## config.mk

```make
export PLATFORM = sky130hd
export DESIGN_NAME = spram_arbiter
export DESIGN_NICKNAME = d
export VERILOG_FILES = /design/src/rtl/spram_ctrl_pkg.sv /design/src/rtl/spram_rr_arb2.sv /design/src/rtl/spram_arbiter.sv
export SDC_FILE = /design/constraint.sdc
export NUM_CORES = 1
export LEC_CHECK = 0
export CELL_PAD_IN_SITES_DETAIL_PLACEMENT = 1
export CELL_PAD_IN_SITES_GLOBAL_PLACEMENT = 1
export CORE_UTILIZATION = 24
export CTS_CLUSTER_SIZE = 12
export DETAILED_ROUTE_END_ITERATION = 7
export PLACE_DENSITY_LB_ADDON = 0.1
export SLEW_MARGIN = 20
export SYNTH_ARGS = -nofsm -noshare
export SYNTH_HDL_FRONTEND = slang
export SYNTH_SLANG_ARGS = --single-unit
```

## constraint.sdc

```tcl
create_clock -name clk -period 3.29 [get_ports clk]
set_input_delay 0.658 -clock clk [delete_from_list [all_inputs] [get_ports clk]]
set_output_delay 0.658 -clock clk [all_outputs]
set_load 0.02 [all_outputs]
```

## src/rtl/spram_ctrl_pkg.sv

```systemverilog
// rtl/spram_ctrl_pkg.sv - shared widths and FSM state type for the SPRAM arbiter
package spram_ctrl_pkg;

  localparam int SPRAM_ADDR_W = 14;
  localparam int SPRAM_DATA_W = 16;
  localparam int SPRAM_MASK_W = 4;

  typedef enum logic [1:0] {
    ST_ACTIVE  = 2'd0,
    ST_STANDBY = 2'd1,
    ST_WAKE    = 2'd2
  } spram_state_t;

endpackage

```

## src/rtl/spram_rr_arb2.sv

```systemverilog
// rtl/spram_rr_arb2.sv - two-request round-robin arbiter with registered last-grant pointer
module spram_rr_arb2
  import spram_ctrl_pkg::*;
(
  input  logic       clk,
  input  logic       rst_n,
  input  logic [1:0] req,
  input  logic       update,
  output logic [1:0] gnt
);

  // 1 = port 1 won the most recent grant; reset value makes port 0 win the first conflict
  logic last_p1;

  // One-hot grant: a lone requester wins, a conflict goes to the port not granted last
  always_comb begin
    gnt = req;
    if (req == 2'b11) begin
      gnt = last_p1 ? 2'b01 : 2'b10;
    end
  end

  // Remember who was served whenever a grant is actually taken
  always_ff @(posedge clk or negedge rst_n) begin
    if (!rst_n) begin
      last_p1 <= 1'b1;
    end else if (update) begin
      last_p1 <= gnt[1];
    end
  end

endmodule

```

## src/rtl/spram_arbiter.sv

```systemverilog
// rtl/spram_arbiter.sv - two-port SB_SPRAM256KA controller; optional standby via SPRAM_ARB_STANDBY_EN
module spram_arbiter
  import spram_ctrl_pkg::*;
#(
  parameter int IDLE_CYCLES = 64,
  parameter int WAKE_CYCLES = 2
) (
  input  logic                    clk,
  input  logic                    rst_n,
  input  logic                    p0_valid_i,
  output logic                    p0_ready_o,
  input  logic                    p0_we_i,
  input  logic [SPRAM_ADDR_W-1:0] p0_addr_i,
  input  logic [SPRAM_DATA_W-1:0] p0_wdata_i,
  input  logic [SPRAM_MASK_W-1:0] p0_mask_i,
  output logic                    p0_rsp_valid_o,
  input  logic                    p1_valid_i,
  output logic                    p1_ready_o,
  input  logic                    p1_we_i,
  input  logic [SPRAM_ADDR_W-1:0] p1_addr_i,
  input  logic [SPRAM_DATA_W-1:0] p1_wdata_i,
  input  logic [SPRAM_MASK_W-1:0] p1_mask_i,
  output logic                    p1_rsp_valid_o,
  output logic [SPRAM_DATA_W-1:0] rsp_rdata_o,
  output logic [SPRAM_ADDR_W-1:0] ram_addr_o,
  output logic [SPRAM_DATA_W-1:0] ram_din_o,
  output logic [SPRAM_MASK_W-1:0] ram_mask_o,
  output logic                    ram_wren_o,
  output logic                    ram_cs_o,
  output logic                    ram_standby_o,
  output logic                    ram_sleep_o,
  output logic                    ram_poweroff_o,
  input  logic [SPRAM_DATA_W-1:0] ram_dout_i
);

  logic [1:0]              req;
  logic [1:0]              gnt;
  logic [1:0]              ready;
  logic                    accept;
  logic                    grant_en;
  spram_state_t            state;
  logic [SPRAM_ADDR_W-1:0] addr_q;
  logic [SPRAM_DATA_W-1:0] din_q;
  logic [SPRAM_ADDR_W-1:0] sel_addr;
  logic [SPRAM_DATA_W-1:0] sel_din;
  logic [SPRAM_MASK_W-1:0] sel_mask;
  logic                    sel_we;
  logic [1:0]              rsp_q;

  assign req = {p1_valid_i, p0_valid_i};

  // Grants only flow in ACTIVE and never while reset is held
  assign grant_en = rst_n && (state == ST_ACTIVE);
  assign ready    = gnt & {2{grant_en}};
  assign accept   = |ready;

  assign p0_ready_o = ready[0];
  assign p1_ready_o = ready[1];

  spram_rr_arb2 u_arb (
    .clk    (clk),
    .rst_n  (rst_n),
    .req    (req),
    .update (accept),
    .gnt    (gnt)
  );

  // Payload of the granted port
  always_comb begin
    sel_addr = p0_addr_i;
    sel_din  = p0_wdata_i;
    sel_mask = p0_mask_i;
    sel_we   = p0_we_i;
    if (ready[1]) begin
      sel_addr = p1_addr_i;
      sel_din  = p1_wdata_i;
      sel_mask = p1_mask_i;
      sel_we   = p1_we_i;
    end
  end

  // The macro samples its pins on the same edge that completes the handshake
  assign ram_cs_o   = accept;
  assign ram_wren_o = accept && sel_we;
  assign ram_mask_o = accept ? sel_mask : '0;
  assign ram_addr_o = accept ? sel_addr : addr_q;
  assign ram_din_o  = accept ? sel_din  : din_q;

  // Hold address and data lines steady between transactions
  always_ff @(posedge clk or negedge rst_n) begin
    if (!rst_n) begin
      addr_q <= '0;
      din_q  <= '0;
    end else if (accept) begin
      addr_q <= sel_addr;
      din_q  <= sel_din;
    end
  end

  // Flag which port owns the data the macro presents on the next cycle
  always_ff @(posedge clk or negedge rst_n) begin
    if (!rst_n) begin
      rsp_q <= 2'b00;
    end else begin
      rsp_q[0] <= ready[0] && !p0_we_i;
      rsp_q[1] <= ready[1] && !p1_we_i;
    end
  end

  assign p0_rsp_valid_o = rsp_q[0];
  assign p1_rsp_valid_o = rsp_q[1];
  assign rsp_rdata_o    = ram_dout_i;

  assign ram_sleep_o    = 1'b0;
  assign ram_poweroff_o = 1'b1;

`ifdef SPRAM_ARB_STANDBY_EN
  localparam logic [15:0] IDLE_LIM = 16'(IDLE_CYCLES);
  localparam logic [3:0]  WAKE_LIM = 4'(WAKE_CYCLES);

  logic [15:0] idle_cnt;
  logic [3:0]  wake_cnt;
  logic        standby_q;

  // Power FSM: count idle ACTIVE cycles, park in standby, wake on any request
  always_ff @(posedge clk or negedge rst_n) begin
    if (!rst_n) begin
      state     <= ST_ACTIVE;
      idle_cnt  <= '0;
      wake_cnt  <= '0;
      standby_q <= 1'b0;
    end else begin
      case (state)
        ST_ACTIVE: begin
          if (|req) begin
            idle_cnt <= '0;
          end else if (idle_cnt != IDLE_LIM) begin
            idle_cnt <= idle_cnt + 16'd1;
            if (idle_cnt + 16'd1 == IDLE_LIM) begin
              state     <= ST_STANDBY;
              standby_q <= 1'b1;
            end
          end
        end
        ST_STANDBY: begin
          if (|req) begin
            state     <= ST_WAKE;
            wake_cnt  <= '0;
            standby_q <= 1'b0;
          end
        end
        ST_WAKE: begin
          if (wake_cnt == WAKE_LIM - 4'd1) begin
            state    <= ST_ACTIVE;
            idle_cnt <= '0;
          end else begin
            wake_cnt <= wake_cnt + 4'd1;
          end
        end
        default: begin
          state     <= ST_ACTIVE;
          standby_q <= 1'b0;
        end
      endcase
    end
  end

  assign ram_standby_o = standby_q;
`else
  logic unused_cfg;

  assign state         = ST_ACTIVE;
  assign ram_standby_o = 1'b0;
  assign unused_cfg    = (IDLE_CYCLES == WAKE_CYCLES);
`endif

endmodule

```

==> results.md <==
* Status: complete, no violations
* Initial core utilization at 0.252
* DRC Markers at 0
* PortBufs at around 110
* Wire length per cell at between 15 and 20 microns
* Vias per Instance at between 4 and 5
* Met1 Use GR at 0.226
* Mean post-synth cell area at 8.35 sq um
* Internal power at 890 uW
* Final Slew Violations at 0
* Comb power frac at 0.373
* Gr usage total at 0.168
* Root Driver: clkbuf_8
* Clk pwr share at 0.264
* Final Cycle Share at 0.956
* Commonest non-fill, non-tap cell in the layout: clkdlybuf4s50_1
* Max-cap violation count at 0
* Layout cells sized above 1 at 0.0898
* DPL Wire Length at between 4000 and 5000 microns
* Sw frac at 0.324
* Seq/Total Area, Yosys at 0.442
* Layout filler cell count at slightly below 900
* Area Overhead vs Synth at 70.4%
* Register bit total from synthesis at 33
* Hold crit path type: in2async
* Sequential Power Share at 0.363
* Critical Path End Type: primary output
* H-tree Lvls at 2
* Leak pwr at roughly 1.4 nW
* CTS Sinks at 33
* Min Tclk post-route at approximately 3.1 ns
* Clock Tree Buf Depth at 2
* Final Wtd Congestion at roughly 0.69
* R2R setup slack at roughly 1.9 ns
* Worst Clk Skew at approximately 0.0036 ns
* Cell variety after synth at 20
* Die X at 90.3 microns
* F_max at about 320 MHz
* Layer with the highest usage: met2
* Largest net degree at the start of global routing at 34
* Core footprint at roughly 7400 sq um
* Global route total overflow at 0
* Vias in the first global route at about 2100
* Yosys warns at 0
* DRT iter0 DRCs at 57
* Clock-pin slew on the worst setup and hold paths at 0.07 ns
* Highest ir drop seen on vdd at around 0.13 mV
* Row cnt at 31
* Worst EP arrival at roughly 2.5 ns
* Die Y at 90.3 microns
* CTS tree: yes
* Met2 Track Usage GR at 0.264
* DIE AREA at just over 8000 sq um
* RSZ-0062 raised after global routing: no
* Cell count after synthesis at around 220
* Final core occ at 0.430
* Setup-failing EPs final at 0
* 1st-pass router iterations at 4
* Worst Hold Slack at between 0.3 and 0.4 ns
* Startpoint types: primary input
* Met3 usage at 0.0412
* Via count at slightly below 2000
* Io pins at ~150
* Antenna violations before repair at 0
* Final Hold Vio Count at 0
* First-pass GRT wire length at around 11000 microns
* Nets at roughly 400
* CTS buffer count at 5
* Total wire length at slightly below 7000 microns
* Psw at between 400 and 500 uW
* Highest-count cells in the layout ignoring fill and taps: clkdlybuf4s50_1 (81), nand3_1 (35), dfrtp_1 (32), nor2_1 (31), a31oi_1 (30)
* Post-DRT Antenna Nets at 0
* ANT cells at 0
* Pwr dens at 413 nW/um^2
* Setup CP Type: in2out
* Worst-Skew Late Latency at roughly 0.29 ns
* Crit path max fanout at 26
* Netlist area before placement at between 1500 and 2000 sq um
* WP data required at 2.63 ns
-- flip-flops by register name (all words and copies together), names as in the netlist --
name           count
din_q             16
addr_q            14
rsp_q              2
u_arb.last_p1      1
-- through the flow --
stage | power [mW] | cell area [sq um] | setup slack, ns | instances | TNS (ns)
after floorplan | 0.756 | 1870 | 1.06 | 225 | 0
after global placement | 1.00 | 3040 | 0.0406 | 414 | 0
after detailed placement | 1.00 | 3040 | -0.00627 | 414 | -0.00627
after CTS | 1.35 | 3130 | 0.000382 | 422 | 0
after global routing | 1.40 | 3190 | 0.0417 | 422 | 0
final | 1.32 | 3190 | 0.144 | 422 | 0
-- cell type report --
cell class                      count  area [sq um]  share of cell area
Clock buffer                        7          96.3              0.0302
Tap cell                           99           124              0.0389
Sequential cell                    33           827               0.259
Multi-Input combinational cell    150           748               0.235
Clock inverter                      1          5.00             0.00157
Timing Repair Buffer              130          1380               0.433
Inverter                            2          7.51             0.00235
-- worst max-delay path, cell delays in order --
cell,delay [ns]
clkdlybuf4s50_1,0.55
and2_1,0.23
buf_12,0.20
nand3_1,0.09
a21oi_1,0.12
clkdlybuf4s50_1,0.63
-- Yosys cell counts --
cell,n,area share
o21ai_0,7,0.019
nand2_1,4,0.0080
nor2_1,31,0.062
buf_4,20,0.080
a21oi_1,6,0.016
nor3_1,1,0.0027
inv_1,1,0.0020
o21ai_2,1,0.0047
dfrtp_1,32,0.43
nor2b_1,1,0.0033
and2_1,2,0.0067
buf_6,7,0.042
conb_1,2,0.0040
nand3_1,35,0.094
inv_2,1,0.0020
buf_2,11,0.029
clkbuf_1,2,0.0040
o21ai_1,29,0.078
dfstp_2,1,0.014
a31oi_1,30,0.10
-- metal layers --
layer | routed length (microns) | share of wire
met3 | 429 | 0.064
met1 | 3120 | 0.46
met4 | 87 | 0.013
met2 | 3090 | 0.46
met5 | 0 | 0
-- cell families after synthesis --
logic type	after synthesis	share of synthesized area
buf+inv	42	0.160
flops	33	0.442
compound gates	73	0.217
other cells	2	0.00401
simple gates	74	0.177
-- path summary, 6_finish.rpt --
path | from | endpoint | cells after the start
setup / recovery | p1_valid_i | ram_mask_o[3] | 6
hold / removal | rst_n | rsp_q[1]$_DFF_PN0_ | 2
setup reg to reg | u_arb.last_p1$_DFFE_PN1P_ | din_q[2]$_DFF_PN0_ | 4
hold reg to reg | u_arb.last_p1$_DFFE_PN1P_ | u_arb.last_p1$_DFFE_PN1P_ | 2
max in group asynchronous | rst_n | din_q[9]$_DFF_PN0_ | 2
min in group clk | u_arb.last_p1$_DFFE_PN1P_ | u_arb.last_p1$_DFFE_PN1P_ | 2
-- power groups by stage --
| stage | combinational, mW | sequential [mW] | clock [mW] |
|---|---|---|---|
| 2_1_floorplan | 0.272 | 0.484 | 0 |
| 3_3_place_gp | 0.514 | 0.485 | 0 |
| 3_5_place_dp | 0.515 | 0.487 | 0 |
| 4_1_cts | 0.508 | 0.479 | 0.364 |
| 5_1_grt | 0.534 | 0.484 | 0.381 |
| 6_report | 0.491 | 0.478 | 0.347 |
-- repair_timing --
item,4_1_cts,5_1_grt
setup endpoints to repair,7,24
gates resized for setup,7,24
buffers inserted,0,0
hold buffers,0,0
pin swaps,0,0
No activity file was read; power rests on OpenSTA's default activity.
